### config.mk
export PLATFORM = sky130hd
export DESIGN_NAME = rr_shi_ctrl_256
export DESIGN_NICKNAME = d
export VERILOG_FILES = /design/src/rtl/rr_shi_ctrl_256.sv
export SDC_FILE = /design/constraint.sdc
export NUM_CORES = 1
export LEC_CHECK = 0
export CAP_MARGIN = 20
export CORE_MARGIN = 2
export CORE_UTILIZATION = 36
export CTS_BUF_LIST = sky130_fd_sc_hd__clkbuf_2
export DETAILED_ROUTE_END_ITERATION = 10
export PLACE_DENSITY = 0.83
export SLEW_MARGIN = 30
export SYNTH_ARGS = -nofsm -noshare
export SYNTH_HDL_FRONTEND = slang
export SYNTH_SLANG_ARGS = --single-unit
export TNS_END_PERCENT = 10
### constraint.sdc
create_clock -name clk -period 2.4 [get_ports clk]
set_input_delay 0.48 -clock clk [delete_from_list [all_inputs] [get_ports clk]]
set_output_delay 0.48 -clock clk [all_outputs]
set_load 0.005 [all_outputs]
### src/rtl/rr_shi_ctrl_256.sv
// rr_shi_ctrl_256: sequencer for the 256-bit right-shift register.
// It loads WORDS words through the register's word path, then shifts the
// register out one bit at a time on a valid/ready stream.
module rr_shi_ctrl_256 #(
   parameter int unsigned WORDS  = 8,
   parameter int unsigned WORD_W = 32,
   parameter int unsigned CNT_W  = 9
) (
   input  logic              clk,
   input  logic              rst_n,
   input  logic              abort,
   input  logic              cmd_valid,
   output logic              cmd_ready,
   input  logic [CNT_W-1:0]  cmd_nbits,
   input  logic [WORD_W-1:0] word_in,
   input  logic              word_valid,
   output logic              word_ready,
   output logic              bit_out,
   output logic              bit_valid,
   input  logic              bit_ready,
   output logic              done,
   output logic              busy,
   output logic              reg_we,
   output logic              reg_sel_rs,
   output logic [WORD_W-1:0] reg_din,
   input  logic              reg_lsb
);

   localparam int unsigned TOTAL_BITS = WORDS * WORD_W;
   localparam int unsigned WCNT_W     = (WORDS > 1) ? $clog2(WORDS) : 1;

   typedef enum logic [1:0] {
      S_IDLE  = 2'd0,
      S_LOAD  = 2'd1,
      S_SHIFT = 2'd2,
      S_DONE  = 2'd3
   } state_t;

   state_t              state_q, state_d;
   logic [CNT_W-1:0]    bits_left_q, bits_left_d;
   logic [WCNT_W-1:0]   word_cnt_q, word_cnt_d;
   logic [CNT_W-1:0]    nbits_clamped;

   // Requests longer than the register are limited to its full width
   assign nbits_clamped = (cmd_nbits > CNT_W'(TOTAL_BITS)) ? CNT_W'(TOTAL_BITS) : cmd_nbits;

   // State and counter registers
   always_ff @(posedge clk or negedge rst_n) begin
      if (!rst_n) begin
         state_q     <= S_IDLE;
         bits_left_q <= '0;
         word_cnt_q  <= '0;
      end else begin
         state_q     <= state_d;
         bits_left_q <= bits_left_d;
         word_cnt_q  <= word_cnt_d;
      end
   end

   // Next-state, counter updates and output decode
   always_comb begin
      state_d     = state_q;
      bits_left_d = bits_left_q;
      word_cnt_d  = word_cnt_q;
      cmd_ready   = 1'b0;
      word_ready  = 1'b0;
      bit_valid   = 1'b0;
      bit_out     = 1'b0;
      done        = 1'b0;
      busy        = (state_q != S_IDLE);
      reg_we      = 1'b0;
      reg_sel_rs  = 1'b0;
      reg_din     = '0;

      case (state_q)
         S_IDLE: begin
            cmd_ready = 1'b1;
            if (cmd_valid && !abort) begin
               bits_left_d = nbits_clamped;
               word_cnt_d  = '0;
               state_d     = S_LOAD;
            end
         end
         S_LOAD: begin
            word_ready = !abort;
            reg_din    = word_in;
            if (word_valid && word_ready) begin
               reg_we     = 1'b1;
               word_cnt_d = word_cnt_q + 1'b1;
               if (word_cnt_q == WCNT_W'(WORDS - 1)) begin
                  state_d = (bits_left_q != '0) ? S_SHIFT : S_DONE;
               end
            end
         end
         S_SHIFT: begin
            bit_valid  = !abort;
            bit_out    = reg_lsb;
            reg_sel_rs = 1'b1;
            if (bit_valid && bit_ready) begin
               reg_we      = 1'b1;
               bits_left_d = bits_left_q - 1'b1;
               if (bits_left_q == CNT_W'(1)) begin
                  state_d = S_DONE;
               end
            end
         end
         S_DONE: begin
            done    = !abort;
            state_d = S_IDLE;
         end
         default: begin
            state_d = S_IDLE;
         end
      endcase

      // Cancel wins over any handshake; register contents are untouched
      if (abort) begin
         state_d = S_IDLE;
      end
   end

endmodule

==> results of run 1 <==
-- state kept, by name, summed over array words and instances (netlist names) --
name	flops
word_cnt_q	3
state_q	2
bits_left_q	9
-- metal layers --
layer / GRT usage, % / vias to the layer above / wire length (um)
li1: - / 707 / -
met1: 25.7 / 634 / 1610
met2: 34.7 / 39 / 1970
met3: 3.96 / 4 / 159
met4: 3.61 / 0 / 38
met5: 0 / - / 0
-- what timing repair did --
item | in CTS | in global routing
resized for setup | 6 | 3
setup buffers | 4 | 1
endpoints found under the setup margin | 32 | 35
hold buffers | 0 | 0
-- cells in the mapped netlist (2+ instances only) --
master,number,area [um2]
or3_1,2,12.5
o21ai_0,8,40.0
a32oi_1,2,17.5
nor2b_1,5,31.3
clkbuf_1,5,18.8
a221o_1,2,20.0
nor3b_1,2,15.0
nand3_1,5,25.0
a22oi_1,3,22.5
ha_1,10,125
buf_6,2,22.5
inv_1,12,45.0
nor3_1,3,15.0
a21oi_1,4,20.0
and2_1,33,206
nor2_1,11,41.3
o21ai_1,2,10.0
nand2_1,9,33.8
mux2i_1,6,60.1
dfrtp_1,14,350
-- metrics by stage --
| stage | power, mW | util [%] | instances | area [um2] |
|---|---|---|---|---|
| 6_report | 1.95 | 67.8 | 292 | 2260 |
| 3_3_place_gp | 1.75 | 65.4 | 283 | 2180 |
| 5_1_grt | 2.14 | 67.8 | 292 | 2260 |
| 4_1_cts | 1.95 | 67.4 | 291 | 2250 |
| 2_1_floorplan | 1.17 | - | 153 | 1250 |
| 3_5_place_dp | 1.77 | 65.4 | 283 | 2180 |
-- layout make-up --
type,count,area [um2],share of cell area (%)
inverters,12,45.0,1.99
well taps,46,57.6,2.54
clock inverters,1,3.75,0.166
flip-flops and latches,14,352,15.5
repair buffers,97,965,42.6
multi-input cells,119,826,36.5
clock buffers,3,15.0,0.663
-- worst min-delay path: stages, from the launching register on --
cell and delay, ns:
dfrtp_1 0.41, inv_1 0.05, o21ai_0 0.07
-- worst paths after layout --
| kind | from | to | slack (ns) | depth (start not counted) |
|---|---|---|---|---|
| max | abort | done | 0.09 | 4 |
| min | word_cnt_q[1]$_DFFE_PN0P_ | word_cnt_q[1]$_DFFE_PN0P_ | 0.56 | 2 |
| max reg2reg | state_q[0]$_DFFE_PN0P_ | bits_left_q[6]$_DFFE_PN0P_ | 0.16 | 8 |
| min reg2reg | word_cnt_q[1]$_DFFE_PN0P_ | word_cnt_q[1]$_DFFE_PN0P_ | 0.56 | 2 |
| max in group asynchronous | rst_n | state_q[0]$_DFFE_PN0P_ | 1.40 | 1 |
| min in group asynchronous | rst_n | bits_left_q[3]$_DFFE_PN0P_ | 0.57 | 1 |
-- power by group --
group / internal, mW / leakage (nW) / switching (mW)
combinational: 0.778 / 0.763 / 0.615
clock: 0.0362 / 0.0140 / 0.0759
sequential: 0.336 / 0.180 / 0.112
total: 1.15 / 0.957 / 0.803
-- logic make-up after synthesis --
family / share of synthesized area (%)
buf+inv: 7.31
simple gates: 35.0
mux: 4.80
flops: 28.0
compound gates: 14.8
fa+ha+maj: 10.0
==> metrics.md, run 1 <==
| Metric | Value |
|---|---|
| Status | finished clean |
| Number of max-cap violations | 0 |
| Clock buffer count from CTS | 3 |
| F_max | 433 MHz |
| CP bufs+invs | 3 |
| Top-level I/O count | 88 |
| Post-DRT Antenna Nets | 0 |
| Core area | 3340 um2 |
| Static Leak | 0.957 nW |
| Yosys warning count | 0 |
| Commonest non-fill, non-tap cell in the layout | clkdlybuf4s50_1 |
| CTS H-tree lvls | 1 |
| Initial Utilization | 37.5% |
| Post-Synthesis Mean Instance Area | 8.17 um2 |
| Worst Setup Path Type | input pin to output port |
| Routed vias/inst | 4.74 |
| # DRC | 0 |
| Syn_nets | 211 |
| VDD IR max | 372 uV |
| Worst Path Required | 1.92 ns |
| Worst EP arrival | 1.83 ns |
| Die extent in x | 62.9 um |
| FF+latch count, synth | 14 |
| Crit end category | output port |
| Synth-to-layout area growth | 81.1% |
| Tcrit/Tclk final | 96.3% |
| Final Critical Period | 2.31 ns |
| Clock transition at path regs | 0.14 ns |
| Nets | 305 |
| Detailed Route WL | 3.78 mm |
| Number of global-route vias before repair | 1423 |
| CP max FO | 7 |
| Hold_ws | 0.557 ns |
| Synth async-reset ratio | 100% |
| Slowest stage cell, crit path | clkdlybuf4s50_1 |
| CTS tree | yes |
| Worst slack, placed | 0.0852 ns |
| Num rows | 21 |
| Global route overflow | 0 |
| # diodes | 0 |
| Normalized max-slew margin | 58.1% |
| Initial antenna violation count | 0 |
| First-pass GRT wire length | 6.55 mm |
| Fill cells | 275 |
| Crit-path cells | clkdlybuf4s50_1 -> buf_4 -> nor2b_1 -> clkdlybuf4s50_1 |
| Via count | 1384 |
| Highest-count cells in the layout ignoring fill and taps | clkdlybuf4s50_1 (86), and2_1 (33), dfrtp_1 (13) |
| GP Congestion | 0.835 |
| Die area | 3960 um2 |
| Share of cells above drive strength 1 | 9.35% |
| Hold Violations, Final | 0 |
| All-layer global routing usage | 20.0% |
| Drt pass-1 iters | 4 |
| Slew Viols, Final | 0 |
| Hold Crit Class | flop to flop |
| Slowest stage delay, CP | 0.53 ns |
| Synth cell types | 33 |
| Crit-path leading delay family | buffers and inverters |
| Final setup fails | 0 |
| WL per Instance | 12.9 um |
| Worst slew pin tran | 0.627 ns |
| Register area share after synthesis | 28.0% |
| Top_reg_cell synth | dfrtp_1 |
| PortBufs | 87 |
| Setup_tns | 0 ns |
| P per Cell Area | 863 nW/um2 |
| Root Driver | clkbuf_2 |
| Deepest clock path buffer count | 2 |
| DIE HEIGHT | 62.9 um |
| Setup Skew | 0.0117 ns |
| Hpwl dp | 2.99 mm |
| EDFF count, synth | 0 |
| CP dominant cell by count | clkdlybuf4s50_1 |
| Mapped Area | 1250 um2 |
| Final Worst Setup Slack | 0.0892 ns |
| RSZ-0062 raised after global routing | no |
| CP startpoint kind | input pin |
| Cells after Synth | 153 |
| Largest net degree at the start of global routing | 39 |
| Drt initial violations | 82 |
| CTS Sinks | 14 |
| Worst skew pair latency | 0.28 ns |
(Power assumes the default switching activity.)
==> run 2, diff against run 1 <==
--- a/config.mk
+++ b/config.mk
@@ -10,7 +10,7 @@
 export CORE_UTILIZATION = 36
 export CTS_BUF_LIST = sky130_fd_sc_hd__clkbuf_2
 export DETAILED_ROUTE_END_ITERATION = 10
-export PLACE_DENSITY = 0.83
+export PLACE_DENSITY = 0.79
 export SLEW_MARGIN = 30
 export SYNTH_ARGS = -nofsm -noshare
 export SYNTH_HDL_FRONTEND = slang
==> run 2 against run 1 <==
Effect of this change:
- critical path depth rose by 2
- non-clock buffer count grew 3
- total power rose by 0.48%
- flip-flop and latch count stayed put
- register-to-register slack about the same
- worst setup slack gained 0.024 ns
- first-iteration DRC count fell by 7.3%
- clock power shrank 4%
- utilization rose by 0.15 points
- critical path type is now flop to output port
==> metrics.md, run 2 (synthesis gave the netlist of run 1 again) <==
| Metric | Value |
|---|---|
| Status | finished clean |
| R2R Path Start | state_q[0]$_DFFE_PN0P_ |
| Synth-to-layout area growth | 81.5% |
| Final setup fails | 0 (unchanged) |
| Nets | 308 (+0.98%) |
| Slowest stage cell, crit path | clkdlybuf4s50_1 |
| Core area | 3340 um2 (unchanged) |
| CTS Sinks | 14 (unchanged) |
| Hold Crit Class | flop to flop |
| WL per Instance | 12.6 um (-3.0%) |
| Worst skew pair latency | 0.28 ns (about the same) |
| Worst EP arrival | 1.81 ns (-0.02 ns) |
| Initial Utilization | 37.5% (unchanged) |
| # diodes | 0 (unchanged) |
| Final instance area | 2270 um2 (+0.22%) |
| Setup Skew | 0.0195 ns (+0.00776 ns) |
| Total power after layout | 1.96 mW (+0.48%) |
| Post-DRT Antenna Nets | 0 (unchanged) |
| Hpwl dp | 3.00 mm (+0.44%) |
| Detailed Route WL | 3.69 mm (-2.4%) |
| DIE HEIGHT | 62.9 um (unchanged) |
| Num rows | 21 (unchanged) |
| All-layer global routing usage | 18.8% (-1.2 points) |
| Tcrit/Tclk final | 95.3% (-1.0 points) |
| Largest net degree at the start of global routing | 20 (-49%) |
| Top-level I/O count | 88 (unchanged) |
| Die extent in x | 62.9 um (unchanged) |
| Critical Path Sink | bit_valid |
| Worst Path Required | 1.92 ns (about the same) |
| Drt pass-1 iters | 4 (unchanged) |
| Commonest non-fill, non-tap cell in the layout | clkdlybuf4s50_1 |
| Drt initial violations | 76 (-7.3%) |
| Cells on worst reg2reg path | 8 (unchanged) |
| Highest-count cells in the layout ignoring fill and taps | clkdlybuf4s50_1 (86), and2_1 (33), dfrtp_1 (14) |
| Routed vias/inst | 4.75 (+0.25%) |
| CP startpoint kind | flop |
| Deepest clock path buffer count | 2 (unchanged) |
| Max reg flops | 9 (unchanged) |
| Worst slack, placed | 0.118 ns (+0.0330 ns) |
| CTS tree | yes |
| CP startpoint | state_q[0]$_DFFE_PN0P_ |
| Final Critical Period | 2.29 ns (-0.0240 ns) |
| Root Driver | clkbuf_2 |
| RSZ-0062 raised after global routing | no |
| Crit-path cells | inv_2 -> ha_2 -> inv_1 -> nor2_2 -> buf_4 -> clkdlybuf4s50_1 |
| F_max | 437 MHz (+1.0%) |
| Hold Violations, Final | 0 (unchanged) |
| Reg2Reg Setup Slack | 0.17 ns (about the same) |
| Number of max-cap violations | 0 (unchanged) |
| Clock transition at path regs | 0.14 ns (about the same) |
| Largest reg by FF count | bits_left_q |
| P per Cell Area | 865 nW/um2 (+0.26%) |
| GP Congestion | 0.844 (+1.1%) |
| Reg-to-reg endpoint | bits_left_q[3]$_DFFE_PN0P_ |
| VDD IR max | 398 uV (+7.0%) |
| Hold_ws | 0.554 ns (-0.00324 ns) |
| Crit end category | output port |
| Final Worst Setup Slack | 0.113 ns (+0.0240 ns) |
| Global route overflow | 0 (unchanged) |
| Worst slew pin tran | 0.637 ns (+0.00998 ns) |
| Share of cells above drive strength 1 | 10.1% (+0.73 points) |
| # DRC | 0 (unchanged) |
| Slowest stage delay, CP | 0.50 ns (-0.03 ns) |
| Die area | 3960 um2 (unchanged) |
| Static Leak | 0.955 nW (-0.21%) |
| Slew Viols, Final | 0 (unchanged) |
| Worst Setup Path Type | flop to output port |
| First-pass GRT wire length | 6.04 mm (-7.8%) |
| Via count | 1397 (+0.94%) |
| Initial antenna violation count | 0 (unchanged) |
| Setup_tns | 0 ns (unchanged) |
| CTS H-tree lvls | 1 (unchanged) |
| Clock buffer count from CTS | 3 (unchanged) |
| CP max FO | 4 (-3) |
| Number of global-route vias before repair | 1362 (-4.3%) |
| Dpl cell area | 2200 um2 (+0.80%) |
| PortBufs | 87 (unchanged) |
| Normalized max-slew margin | 57.4% (-0.67 points) |
| Largest regs | bits_left_q x9, word_cnt_q x3, state_q x2 |
-- run 2: changes by cell type in the layout (fill, tap and decap cells not counted), sizes merged --
| cell | delta |
|---|---|
| buf | +3 |
| dlymetal6s2s | -1 |
| clkinv | -1 |
| dlygate4sd2 | +1 |
-- run 2: worst min path at each step --
stage                              start                         end  slack (ns)  depth (start not counted)
5_1_grt        word_cnt_q[2]$_DFFE_PN0P_   word_cnt_q[2]$_DFFE_PN0P_        0.58                          2
3_3_place_gp   word_cnt_q[2]$_DFFE_PN0P_   word_cnt_q[2]$_DFFE_PN0P_        0.53                          2
3_5_place_dp   word_cnt_q[2]$_DFFE_PN0P_   word_cnt_q[2]$_DFFE_PN0P_        0.54                          2
4_1_cts        word_cnt_q[2]$_DFFE_PN0P_   word_cnt_q[2]$_DFFE_PN0P_        0.56                          2
2_1_floorplan                      rst_n  bits_left_q[0]$_DFFE_PN0P_        0.18                          0
6_report       word_cnt_q[2]$_DFFE_PN0P_   word_cnt_q[2]$_DFFE_PN0P_        0.55                          2
-- run 2: timing repair --
action                                  in CTS  in global routing
hold buffers                                 0                  0
setup buffers                                3                  1
resized for setup                            4                  5
endpoints found under the setup margin      24                 33
-- run 2: power breakdown --
| group | internal (mW) | switching [mW] |
|---|---|---|
| Clock | 0.0341 | 0.0733 |
| Combinational | 0.791 | 0.614 |
| Sequential | 0.334 | 0.116 |
-- run 2: metrics by stage --
stage,utilization [%],std cells
2_1_floorplan,-,153
3_3_place_gp,65.9,287
3_5_place_dp,65.9,287
4_1_cts,67.2,293
5_1_grt,68.0,294
6_report,68.0,294
-- run 2: critical path, delay by kind of cell, from the launching register on --
| kind | cells | cell delay (ns) |
|---|---|---|
| buffers and inverters | 4 | 0.79 |
| DFF | 1 | 0.43 |
| adders and majority gates | 1 | 0.19 |
| and+or+nand+nor | 1 | 0.12 |
-- run 2: layout make-up --
class	instances	area, um2
multi-input combinational	119	826
clock buffer	3	15.0
inverter	12	45.0
sequential	14	350
timing repair buffer	100	975
fill	303	1070
tap	46	57.6
-- run 2: metal layers --
| metal | up-vias | wire (um) | track usage, % |
|---|---|---|---|
| met3 | 8 | 206 | 6.13 |
| met2 | 43 | 1870 | 32.8 |
| li1 | 710 | - | - |
| met4 | 0 | 56 | 5.28 |
| met1 | 636 | 1560 | 21.6 |
| met5 | - | 0 | 0 |
